<file path="config.mk">
export PLATFORM = sky130hd
export DESIGN_NAME = philv_mem_loader_flat
export DESIGN_NICKNAME = d
export VERILOG_FILES = /design/src/rtl/philv_mem_loader_if.sv /design/src/rtl/philv_mem_loader.sv /design/src/flat_wrapper.sv
export SDC_FILE = /design/constraint.sdc
export NUM_CORES = 1
export LEC_CHECK = 0
export ABC_AREA = 1
export CAP_MARGIN = 10
export CORE_ASPECT_RATIO = 1.4
export CORE_MARGIN = 4
export CORE_UTILIZATION = 33
export CTS_CLUSTER_DIAMETER = 200
export CTS_CLUSTER_SIZE = 20
export DETAILED_ROUTE_END_ITERATION = 7
export PLACE_DENSITY = 0.59
export RECOVER_POWER = 25
export SLEW_MARGIN = 0
export SYNTH_ARGS = -nofsm -noshare
export SYNTH_HDL_FRONTEND = slang
export SYNTH_SLANG_ARGS = --single-unit
</file>
<file path="constraint.sdc">
create_clock -name clk -period 4.7 [get_ports clk]
set_input_delay 0.94 -clock clk [delete_from_list [all_inputs] [get_ports clk]]
set_output_delay 0.94 -clock clk [all_outputs]
set_load 0.005 [all_outputs]
</file>
<file path="src/rtl/philv_mem_loader_if.sv">
// Byte-stream input and memory write port of the Philosophy-V program loader.
// master: stream source / memory side; slave: the loader itself.
interface philv_mem_loader_if #(
    parameter int unsigned BUS_WIDTH = 32
);
    logic                 in_valid;
    logic [7:0]           in_data;
    logic                 in_ready;
    logic                 mem_wr_ena;
    logic [BUS_WIDTH-1:0] mem_addr;
    logic [BUS_WIDTH-1:0] mem_din;

    modport master (
        output in_valid,
        output in_data,
        input  in_ready,
        input  mem_wr_ena,
        input  mem_addr,
        input  mem_din
    );

    modport slave (
        input  in_valid,
        input  in_data,
        output in_ready,
        output mem_wr_ena,
        output mem_addr,
        output mem_din
    );
endinterface

</file>
<file path="src/rtl/philv_mem_loader.sv">
// Program loader: assembles a little-endian byte stream (header N, then 4*N bytes)
// into 32-bit words, writes them to memory and holds the core in reset until done.
module philv_mem_loader #(
    parameter int unsigned BUS_WIDTH = 32,
    parameter int unsigned WORDS     = 256,
    parameter int unsigned BASE_ADDR = 0
) (
    input  logic              clk,
    input  logic              rstb,
    input  logic              start_i,
    philv_mem_loader_if.slave bus_if,
    output logic              core_rstb_o,
    output logic              busy_o,
    output logic              done_o,
    output logic              error_o
);

    localparam int unsigned CntW = $clog2(WORDS + 1);

    typedef enum logic [2:0] {StIdle, StLen, StData, StWrite, StDone, StErr} state_e;

    state_e               state_q;
    logic [1:0]           byte_cnt_q;
    logic [CntW-1:0]      word_cnt_q;
    logic [BUS_WIDTH-1:0] addr_q;
    logic [BUS_WIDTH-1:0] len_q;
    logic [BUS_WIDTH-1:0] asm_q;
    logic                 in_ready_q;
    logic                 wr_ena_q;
    logic                 core_rstb_q;
    logic                 busy_q;
    logic                 done_q;
    logic                 error_q;

    logic [BUS_WIDTH-1:0] asm_shift;
    logic [CntW-1:0]      word_cnt_inc;

    // Little-endian assembly: each new byte enters at the top and earlier bytes move down.
    assign asm_shift    = {bus_if.in_data, asm_q[BUS_WIDTH-1:8]};
    assign word_cnt_inc = word_cnt_q + CntW'(1);

    always_ff @(posedge clk or negedge rstb) begin
        if (!rstb) begin
            state_q     <= StIdle;
            byte_cnt_q  <= '0;
            word_cnt_q  <= '0;
            addr_q      <= BUS_WIDTH'(BASE_ADDR);
            len_q       <= '0;
            asm_q       <= '0;
            in_ready_q  <= 1'b0;
            wr_ena_q    <= 1'b0;
            core_rstb_q <= 1'b0;
            busy_q      <= 1'b0;
            done_q      <= 1'b0;
            error_q     <= 1'b0;
        end else begin
            wr_ena_q <= 1'b0;
            unique case (state_q)
                StIdle, StDone, StErr: begin
                    if (start_i) begin
                        state_q     <= StLen;
                        byte_cnt_q  <= '0;
                        word_cnt_q  <= '0;
                        addr_q      <= BUS_WIDTH'(BASE_ADDR);
                        in_ready_q  <= 1'b1;
                        core_rstb_q <= 1'b0;
                        busy_q      <= 1'b1;
                        done_q      <= 1'b0;
                        error_q     <= 1'b0;
                    end
                end
                StLen: begin
                    if (bus_if.in_valid) begin
                        asm_q      <= asm_shift;
                        byte_cnt_q <= byte_cnt_q + 2'd1;
                        if (byte_cnt_q == 2'd3) begin
                            len_q <= asm_shift;
                            if (asm_shift == '0) begin
                                state_q     <= StDone;
                                in_ready_q  <= 1'b0;
                                busy_q      <= 1'b0;
                                done_q      <= 1'b1;
                                core_rstb_q <= 1'b1;
                            end else if (asm_shift > BUS_WIDTH'(WORDS)) begin
                                state_q    <= StErr;
                                in_ready_q <= 1'b0;
                                busy_q     <= 1'b0;
                                error_q    <= 1'b1;
                            end else begin
                                state_q <= StData;
                            end
                        end
                    end
                end
                StData: begin
                    if (bus_if.in_valid) begin
                        asm_q      <= asm_shift;
                        byte_cnt_q <= byte_cnt_q + 2'd1;
                        if (byte_cnt_q == 2'd3) begin
                            state_q    <= StWrite;
                            in_ready_q <= 1'b0;
                            wr_ena_q   <= 1'b1;
                        end
                    end
                end
                StWrite: begin
                    addr_q     <= addr_q + BUS_WIDTH'(4);
                    word_cnt_q <= word_cnt_inc;
                    if (BUS_WIDTH'(word_cnt_inc) == len_q) begin
                        state_q     <= StDone;
                        busy_q      <= 1'b0;
                        done_q      <= 1'b1;
                        core_rstb_q <= 1'b1;
                    end else begin
                        state_q    <= StData;
                        in_ready_q <= 1'b1;
                    end
                end
                default: state_q <= StIdle;
            endcase
        end
    end

    assign bus_if.in_ready   = in_ready_q;
    assign bus_if.mem_wr_ena = wr_ena_q;
    assign bus_if.mem_addr   = addr_q;
    assign bus_if.mem_din    = asm_q;
    assign core_rstb_o       = core_rstb_q;
    assign busy_o            = busy_q;
    assign done_o            = done_q;
    assign error_o           = error_q;

endmodule

</file>
<file path="src/flat_wrapper.sv">
// flat-port wrapper written by rule: the top's interface ports become plain ports
module philv_mem_loader_flat 
#(
    parameter int unsigned BUS_WIDTH = 32,
    parameter int unsigned WORDS     = 256,
    parameter int unsigned BASE_ADDR = 0
)
  (clk, rstb, start_i, core_rstb_o, busy_o, done_o, error_o, bus_if_in_valid, bus_if_in_data, bus_if_in_ready, bus_if_mem_wr_ena, bus_if_mem_addr, bus_if_mem_din);
  philv_mem_loader_if #(.BUS_WIDTH(BUS_WIDTH)) bus_if_i ();
  input  logic clk;
  input  logic rstb;
  input  logic start_i;
  output logic core_rstb_o;
  output logic busy_o;
  output logic done_o;
  output logic error_o;
  input wire logic [$bits(bus_if_i.in_valid)-1:0] bus_if_in_valid;
  input wire logic [$bits(bus_if_i.in_data)-1:0] bus_if_in_data;
  output wire logic [$bits(bus_if_i.in_ready)-1:0] bus_if_in_ready;
  output wire logic [$bits(bus_if_i.mem_wr_ena)-1:0] bus_if_mem_wr_ena;
  output wire logic [$bits(bus_if_i.mem_addr)-1:0] bus_if_mem_addr;
  output wire logic [$bits(bus_if_i.mem_din)-1:0] bus_if_mem_din;
  assign bus_if_i.in_valid = bus_if_in_valid;
  assign bus_if_i.in_data = bus_if_in_data;
  assign bus_if_in_ready = bus_if_i.in_ready;
  assign bus_if_mem_wr_ena = bus_if_i.mem_wr_ena;
  assign bus_if_mem_addr = bus_if_i.mem_addr;
  assign bus_if_mem_din = bus_if_i.mem_din;
  philv_mem_loader #(.BUS_WIDTH(BUS_WIDTH), .WORDS(WORDS), .BASE_ADDR(BASE_ADDR)) u_core (.clk(clk), .rstb(rstb), .start_i(start_i), .bus_if(bus_if_i), .core_rstb_o(core_rstb_o), .busy_o(busy_o), .done_o(done_o), .error_o(error_o));
endmodule
</file>
==> results of run 1 <==
[path summary, 6_finish.rpt]
check | startpoint | end | cells past startpoint
max | u_core.state_q[2] | u_core.bus_if.mem_addr[12] | 7
min | u_core.len_q[12] | u_core.len_q[12] | 2
max reg2reg | u_core.state_q[2] | u_core.bus_if.mem_addr[12] | 7
min reg2reg | u_core.len_q[12] | u_core.len_q[12] | 2
max in group asynchronous | rstb | u_core.done_o | 2
min in group asynchronous | rstb | u_core.bus_if.mem_addr[21] | 1
[cell families (layout without fill, tap and decap cells)]
| family | count (synthesis) | count (layout) |
|---|---|---|
| AND/OR/NAND/NOR | 321 | 321 |
| AO/OA/AOI/OAI | 131 | 131 |
| buffers and inverters | 119 | 212 |
| flip-flops | 113 | 113 |
| XOR/XNOR | 8 | 8 |
| adder cells (fa/ha/maj) | 3 | 3 |
| other | 1 | 3 |
[flip-flops by register name, summed over array words and instances, names as in the netlist]
register	count
u_core.bus_if.mem_din	32
u_core.len_q	32
u_core.bus_if.mem_addr	30
u_core.word_cnt_q	9
u_core.state_q	3
u_core.byte_cnt_q	2
u_core.bus_if.in_ready	1
u_core.bus_if.mem_wr_ena	1
u_core.busy_o	1
u_core.done_o	1
u_core.error_o	1
[cell usage after synthesis, drive strengths merged, types with 3 or more instances]
master,instances
o21a,3
nor2,51
xor2,6
nand3,42
clkbuf,11
nand3b,3
nor4,5
nand2,187
inv,96
nor3,12
dfrtp,113
o21ai,95
ha,3
a21oi,15
o22ai,10
nand4,21
buf,11
[final cells by class]
class                   instances  area share
clock inverters                15      0.0246
inverters                      97      0.0511
diodes                          1    0.000351
repair buffers                 83       0.114
clock buffers                  17      0.0597
well taps                     199      0.0350
multi-input cells             465       0.318
flip-flops and latches        113       0.397
[metrics by stage]
stage                     std cells  worst slack, ns  hold WS [ns]  instance area [um2]   util
final                           990             2.05         0.484                 7120  0.435
after detailed placement        957             1.89         0.473                 6520  0.398
after global routing            990             1.86         0.508                 7120  0.435
after CTS                       989             2.06         0.487                 7120  0.435
after global placement          957             1.95         0.458                 6520  0.398
after floorplan                 697             2.93         0.453                 5570      -
[routing by layer]
| metal | GRT usage | wire, um |
|---|---|---|
| met1 | 0.183 | 6020 |
| met2 | 0.273 | 7290 |
| met3 | 0.0350 | 553 |
| met4 | 0.0613 | 325 |
| met5 | 0 | 0 |
[power by group through the flow]
stage | clock network, mW | logic, mW | registers, mW
floorplan | 0 | 0.547 | 1.41
global placement | 0 | 0.992 | 1.44
detailed placement | 0 | 1.01 | 1.44
CTS | 1.32 | 1.02 | 1.43
global route | 1.37 | 1.14 | 1.47
finish | 1.30 | 0.988 | 1.43
[placed cells by master (no fill, tap or decap), types with 10 or more instances in the layout]
| cell | Yosys | layout |
|---|---|---|
| sky130_fd_sc_hd__nor3_1 | 11 | 11 |
| sky130_fd_sc_hd__o21ai_0 | 88 | 88 |
| sky130_fd_sc_hd__clkdlybuf4s50_1 | 0 | 77 |
| sky130_fd_sc_hd__nand4_1 | 20 | 20 |
| sky130_fd_sc_hd__clkbuf_16 | 0 | 17 |
| sky130_fd_sc_hd__o22ai_1 | 10 | 10 |
| sky130_fd_sc_hd__dfrtp_1 | 113 | 113 |
| sky130_fd_sc_hd__inv_1 | 94 | 94 |
| sky130_fd_sc_hd__nand2_1 | 182 | 181 |
| sky130_fd_sc_hd__nor2_1 | 44 | 44 |
| sky130_fd_sc_hd__nand3_1 | 40 | 40 |
| sky130_fd_sc_hd__a21oi_1 | 15 | 15 |
[critical path, stage by stage, from the launching register on]
cell and delay [ns]:
sky130_fd_sc_hd__dfrtp_1 0.44, sky130_fd_sc_hd__nor3_4 0.19, sky130_fd_sc_hd__buf_4 0.29, sky130_fd_sc_hd__clkinv_1 0.58
sky130_fd_sc_hd__nand2_2 0.54, sky130_fd_sc_hd__inv_2 0.21, sky130_fd_sc_hd__a22oi_1 0.23, sky130_fd_sc_hd__a21oi_1 0.06
==> results.md, run 1 <==
- Of the synthesized area, sequential elements account for 0.508.
- The async set or reset register ratio after synthesis is 1.00.
- The setup slack on the worst flop-to-flop path is 2.05 ns.
- The filler cell count in the final layout is 1,663.
- The die is 162 um tall.
- The floorplan die width is 118 um.
- The share of total power dissipated in the clock network is 0.350.
- For this design the total switching power over the nets is 1.24 mW.
- The count of pins over their slew limit is 0.
- The share of the synthesized area in compound gates (AO/OA/AOI/OAI) is 0.126.
- The routed design could run at a clock period as short as 2.65 ns.
- Once the clock tree was built, the setup fixing pass inserted 0 buffers.
- In this run the clock root is driven by a sky130_fd_sc_hd__clkbuf_16.
- For this block, the via count after detailed routing is 4,870.
- The clock-pin slew of the registers on the worst-case setup and hold paths is 0.06 ns.
- Global routing finished with a remaining overflow of 0.
- Setup repair after global routing left no endpoint under its margin.
- The global-route wire length before repair is 23,800 um.
- The initial antenna violation count is 1.
- The first-pass detailed-route iteration total is 7.
- The final-layout setup total negative slack is 0 ns.
- Dividing total power by cell area gives a power density of 523 mW/mm2.
- The register share of total power is 0.385.
- The violation count after the first detailed-routing iteration is 332.
- TritonCTS created 17 clock buffers.
- The largest area contributor in the netlist is sky130_fd_sc_hd__dfrtp_1.
- Synthesis inferred 113 register bits.
- The number of global-route vias before repair is 4,747.
- In this run, synthesis inferred 0 flip-flops with an integrated enable.
- For this configuration, the core starts out at a cell density of 0.340.
- In this run the deepest clock path goes through 2 buffers.
- In this run the worst path has a maximum fanout of 24.
- The required time of the worst setup path is 5.00 ns.
- The final-report hold violation count is 0.
- The share of total power dissipated in combinational logic is 0.266.
- The number of failing setup endpoints in the final timing report is 0.
- The gate count of the mapped netlist is 696.
- Ranked by total cell area, the synthesized netlist is headed by sky130_fd_sc_hd__dfrtp_1 (51%), sky130_fd_sc_hd__nand2_1 (12%), sky130_fd_sc_hd__o21ai_0 (7.9%).
- By startpoint and endpoint, the worst setup path is classified as flop to flop.
- The area overhead of the layout relative to synthesis is 28.0%.
- The mean cell area of the mapped netlist is 7.99 um2.
- Of the total power, the share spent switching nets is 0.333.
- The final net count is 792.
- In the global route stage, overall resource usage came out at 0.155.
- By area, the combinational part of the netlist is dominated by simple AND/OR/NAND/NOR gates.
- The pin slew with the least headroom to its limit is 1.34 ns.
- The area used by sequential logic in the layout is 0.00283 mm2.
- For the final database, setup skew stands at 0.0137 ns.
- The final layout contains routed wiring with a total length of 14,200 um.
- The simple-gate area share of the yosys netlist is 0.260.
- The worst hold path belongs to the class flop to flop.
- The routed wirelength normalized by instance count is 14.3 um.
- The proportion of synthesized area in mux cells is 0.
- The clock drives 113 sinks.
- The floorplan step defined a core boundary enclosing 0.0164 mm2.
- STA classifies the critical path endpoint as a flop.
- The full die area is 0.0190 mm2.
- The total area of multi-input combinational cells is 0.00226 mm2.
- The number of H-tree levels is 4.
- Measured against its own limit, the worst slew margin works out to 0.108.
- The flow ran to the end, and the final reports show no timing, DRC or antenna violations.
- The number of nets with antenna violations after routing is 0.
- At the end of routability-driven placement, the weighted congestion stood at 0.866.
- The total internal power is 2.48 mW.
- Of the cells placed in the final design, the portion with a size suffix greater than 1 is 0.0709.
- Entering global routing, the biggest net connects 67 pins.
- The design draws 3.72 mW.
- The number of maximum-capacitance violations is 0.
- The share of the clock period used by the worst path is 0.565.
- Of the post-synthesis cell area, the dominant cell type holds 0.508.
- The maximum resistive drop on vdd is 0.000277 V.
- In the routed layout, each cell is associated on average with a via count of 4.92.
- During I/O placement, the number of pins put on the boundary was 82.
- The static power due to leakage is 3.23 nW.
- Of the total synthesized cell area, the portion taken by XOR and XNOR cells is 0.0126.
- After clock tree synthesis, the flow added hold-fix buffers numbering 0.
- STA classifies the critical path startpoint as a flop.
- Counting distinct cell types in the post-synthesis netlist gives 40.
- The count of input and output buffers is 79.
- The highest achievable clock rate is 0.377 GHz.
- The TritonCTS clock tree is done.
- The remaining design rule violation count is 0.
- The mapped netlist covers 0.00556 mm2.
- Once the clock tree was built, the resizer swapped 0 gates to a different size.
- At the worst endpoint, the arrival time is 2.95 ns.
- The clock latency on the worst-skew pair is 0.42 ns.
- The floorplan row count is 55.
- The number of warning messages in the yosys log is 0.
- The adder-cell area share of the yosys netlist is 0.00675.
- For this run, the leading register cell type out of synthesis is sky130_fd_sc_hd__dfrtp_1.
- Once detailed placement completed, the half-perimeter wirelength came to 10,300 um.
No activity file was read; power rests on OpenSTA's default activity.
==> run 2, diff against run 1 <==
Clock period 4.7 ns to 2.6 ns, I/O delays scaled along.
==> run 2 against run 1 <==
Combinational power up 86%. Via count decreased by 1.4%. Cell count is 0.40% higher. Die area is the same. Clock skew shrank 0.0042 ns. Core utilization rose by 0.23 points. Sequential cell count is the same.
==> results.md, run 2 (synthesis gave the netlist of run 1 again) <==
- The flow ran to the end, and the final reports show no timing, DRC or antenna violations.
- The min-delay analysis places its worst path in the category input pin to async pin.
- The pin slew with the least headroom to its limit is 1.12 ns (-0.221 ns).
- The die outline height is 162 um (unchanged).
- The cell with the biggest individual delay on the critical path is sky130_fd_sc_hd__clkdlybuf4s50_1.
- The maximum fanout count along the critical path is 7 (-71%).
- The combinational share of power is 0.275 (+0.009).
- The violation count after the first detailed-routing iteration came to 321 (-3.3%).
- The number of failing setup endpoints in the final timing report is 0 (unchanged).
- TritonCTS built the clock tree.
- The nature of the critical path startpoint is a flop.
- The register share of total power is 0.386 (about the same).
- The area used by sequential logic in the layout came to 0.00283 mm2 (unchanged).
- The number of maximum-capacitance violations came to 0 (unchanged).
- The total internal power is 4.44 mW (+79%).
- The relative slew slack came to 0.256 (+0.148).
- The clock-pin slew of the registers on the worst-case setup and hold paths is 0.06 ns (about the same).
- The count of input and output buffers is 79 (unchanged).
- The number of nets with antenna violations after routing is 0 (unchanged).
- The via total after detailed routing is 4,801 (-1.4%).
- The category of the critical setup timing path is flop to output port.
- The maximum resistive drop on vdd is 0.000553 V (+99%).
- The final net count is 797 (+0.63%).
- The count of pins over their slew limit was 0 (unchanged).
- The total power is 6.69 mW (+80%).
- The setup slack on the worst flop-to-flop path is 0.68 ns (-1.37 ns).
- The remaining design rule violation count is 0 (unchanged).
- The area of the core came to 0.0164 mm2 (unchanged).
- The CTS buffer count is 17 (unchanged).
- The number of global-route vias before repair is 4,877 (+2.7%).
- The total area of multi-input combinational cells is 0.00226 mm2 (unchanged).
- The area overhead of the layout relative to synthesis is 28.7%.
- The antenna diode count is 0 (-1).
- The final-layout setup total negative slack was 0 ns (unchanged).
- The total wire length is 14,400 um (+1.7%).
- The floorplan die width is 118 um (unchanged).
- The initial antenna violation count came to 0 (-1).
- The share of total power consumed by net switching is 0.337 (+0.00389).
- The starting density of the core is 0.340 (unchanged).
- The signal on the critical path passes through clkdlybuf4s50_1.
- The share of the clock period used by the worst path is 0.762.
- The power density relative to cell area is 935 mW/mm2 (+79%).
- The global routing usage summed across all routing layers is 0.160 (+0.00544).
- The filler cell count in the final layout is 1,682 (+1.1%).
- The final-report hold violation count was 0 (unchanged).
- Leaving out fill and tap cells, the most frequent cells in the layout are sky130_fd_sc_hd__nand2_1 (181), sky130_fd_sc_hd__dfrtp_1 (113), sky130_fd_sc_hd__inv_1 (94).
- The proportion of power drawn by the clock network is 0.339 (-0.011).
- The clock latency on the worst-skew pair was 0.42 ns (about the same).
- The placer congestion estimate is 0.852 (-1.7%).
- The buffer count from post-CTS setup fixing is 0 (unchanged).
- The global-route wire length before repair was 24,500 um (+3.1%).
- The remaining global-route overflow is 0 (unchanged).
- The setup skew after layout is 0.00952 ns (-0.00421 ns).
- The number of H-tree levels is 4 (unchanged).
- The number of buffer and inverter instances along the worst setup path is 1 (-2).
- The number of I/O pins is 82 (unchanged).
- The most common library cell in the layout ignoring fill and taps is sky130_fd_sc_hd__nand2_1.
- Grouping stages by cell kind, the critical path spends the most delay in buffers and inverters.
- The first-pass detailed-route iteration total is 4 (-3).
- The fraction of final layout cells sized beyond drive strength 1 was 0.0780 (+0.00710).
- The sink count of the clock tree is 113 (unchanged).
- The routed wirelength normalized by instance count came to 14.5 um (+1.2%).
- The power spent charging and discharging nets was 2.25 mW (+82%).
- The static power due to leakage is 3.26 nW (+0.81%).
- The vias per cell is 4.83 (-1.8%).
- The worst-case hold slack is 0.310 ns (-0.173 ns).
- The floorplan row count is 55 (unchanged).
- The full die area is 0.0190 mm2 (unchanged).
- The post-cts hold buffer count came to 0 (unchanged).
- The maximum buffer depth of the clock tree is 2 (unchanged).
- Derived from the worst setup path, the maximum achievable clock frequency is 0.505 GHz.
- The final critical path time including I/O delays and setup is 1.98 ns.
- The largest incremental delay on the critical path is 0.56 ns (-0.02 ns).
- Setup repair after global routing left no endpoint under its margin.
- The maximum number of pins on one net before global-route repair is 65 (-3.0%).
- The root buffer cell chosen for the clock tree is sky130_fd_sc_hd__clkbuf_16.
- The required time of the worst setup path is 2.08 ns (-2.92 ns).
- The worst setup path is captured at an output port.
- The worst endpoint data arrival time is 1.46 ns (-1.49 ns).
- The count of cells resized by post-cts repair came to 0 (unchanged).
- The post-DP HPWL was 10,500 um (+2.1%).
==> run 2: per-stage QoR <==
stage / util / worst slack [ns] / std cells / instance area (um2)
after global routing: 0.437 / 0.460 / 994 / 7160
after global placement: 0.403 / 0.559 / 962 / 6600
after detailed placement: 0.403 / 0.555 / 962 / 6600
after CTS: 0.438 / 0.602 / 994 / 7180
after floorplan: - / 0.925 / 697 / 5570
final: 0.437 / 0.619 / 994 / 7160
==> run 2: routing by layer <==
layer / wire length, um / part of all wire / vias to the layer above / track usage
met1: 5840 / 0.41 / 2236 / 0.185
met2: 7640 / 0.53 / 110 / 0.287
met4: 249 / 0.017 / 0 / 0.0539
met3: 687 / 0.048 / 24 / 0.0431
met5: 0 / 0 / - / 0
li1: - / - / 2431 / -
==> run 2: layout make-up <==
class / count / share of cell area
Sequential cell: 113 / 0.395
Multi-Input combinational cell: 465 / 0.316
Clock buffer: 18 / 0.0614
Clock inverter: 14 / 0.0196
Timing Repair Buffer: 88 / 0.122
Tap cell: 199 / 0.0348
Inverter: 97 / 0.0509
==> run 2: worst paths after layout <==
| kind | startpoint | endpoint | depth (start not counted) |
|---|---|---|---|
| worst max-delay path | u_core.bus_if.mem_addr[11] | bus_if_mem_addr[11] | 1 |
| worst min-delay path | rstb | u_core.word_cnt_q[1] | 1 |
| worst max register to register | u_core.word_cnt_q[0] | u_core.busy_o | 14 |
| worst min register to register | u_core.len_q[16] | u_core.len_q[16] | 2 |
| max in group asynchronous | rstb | u_core.bus_if.mem_din[21] | 2 |
| min in group clk | u_core.len_q[16] | u_core.len_q[16] | 2 |
==> run 2: power groups by stage <==
stage | clock, mW | sequential, mW | combinational [mW]
floorplan | 0 | 2.54 | 0.988
global placement | 0 | 2.61 | 1.87
detailed placement | 0 | 2.61 | 1.88
CTS | 2.32 | 2.59 | 1.89
global route | 2.39 | 2.65 | 2.12
finish | 2.27 | 2.58 | 1.84
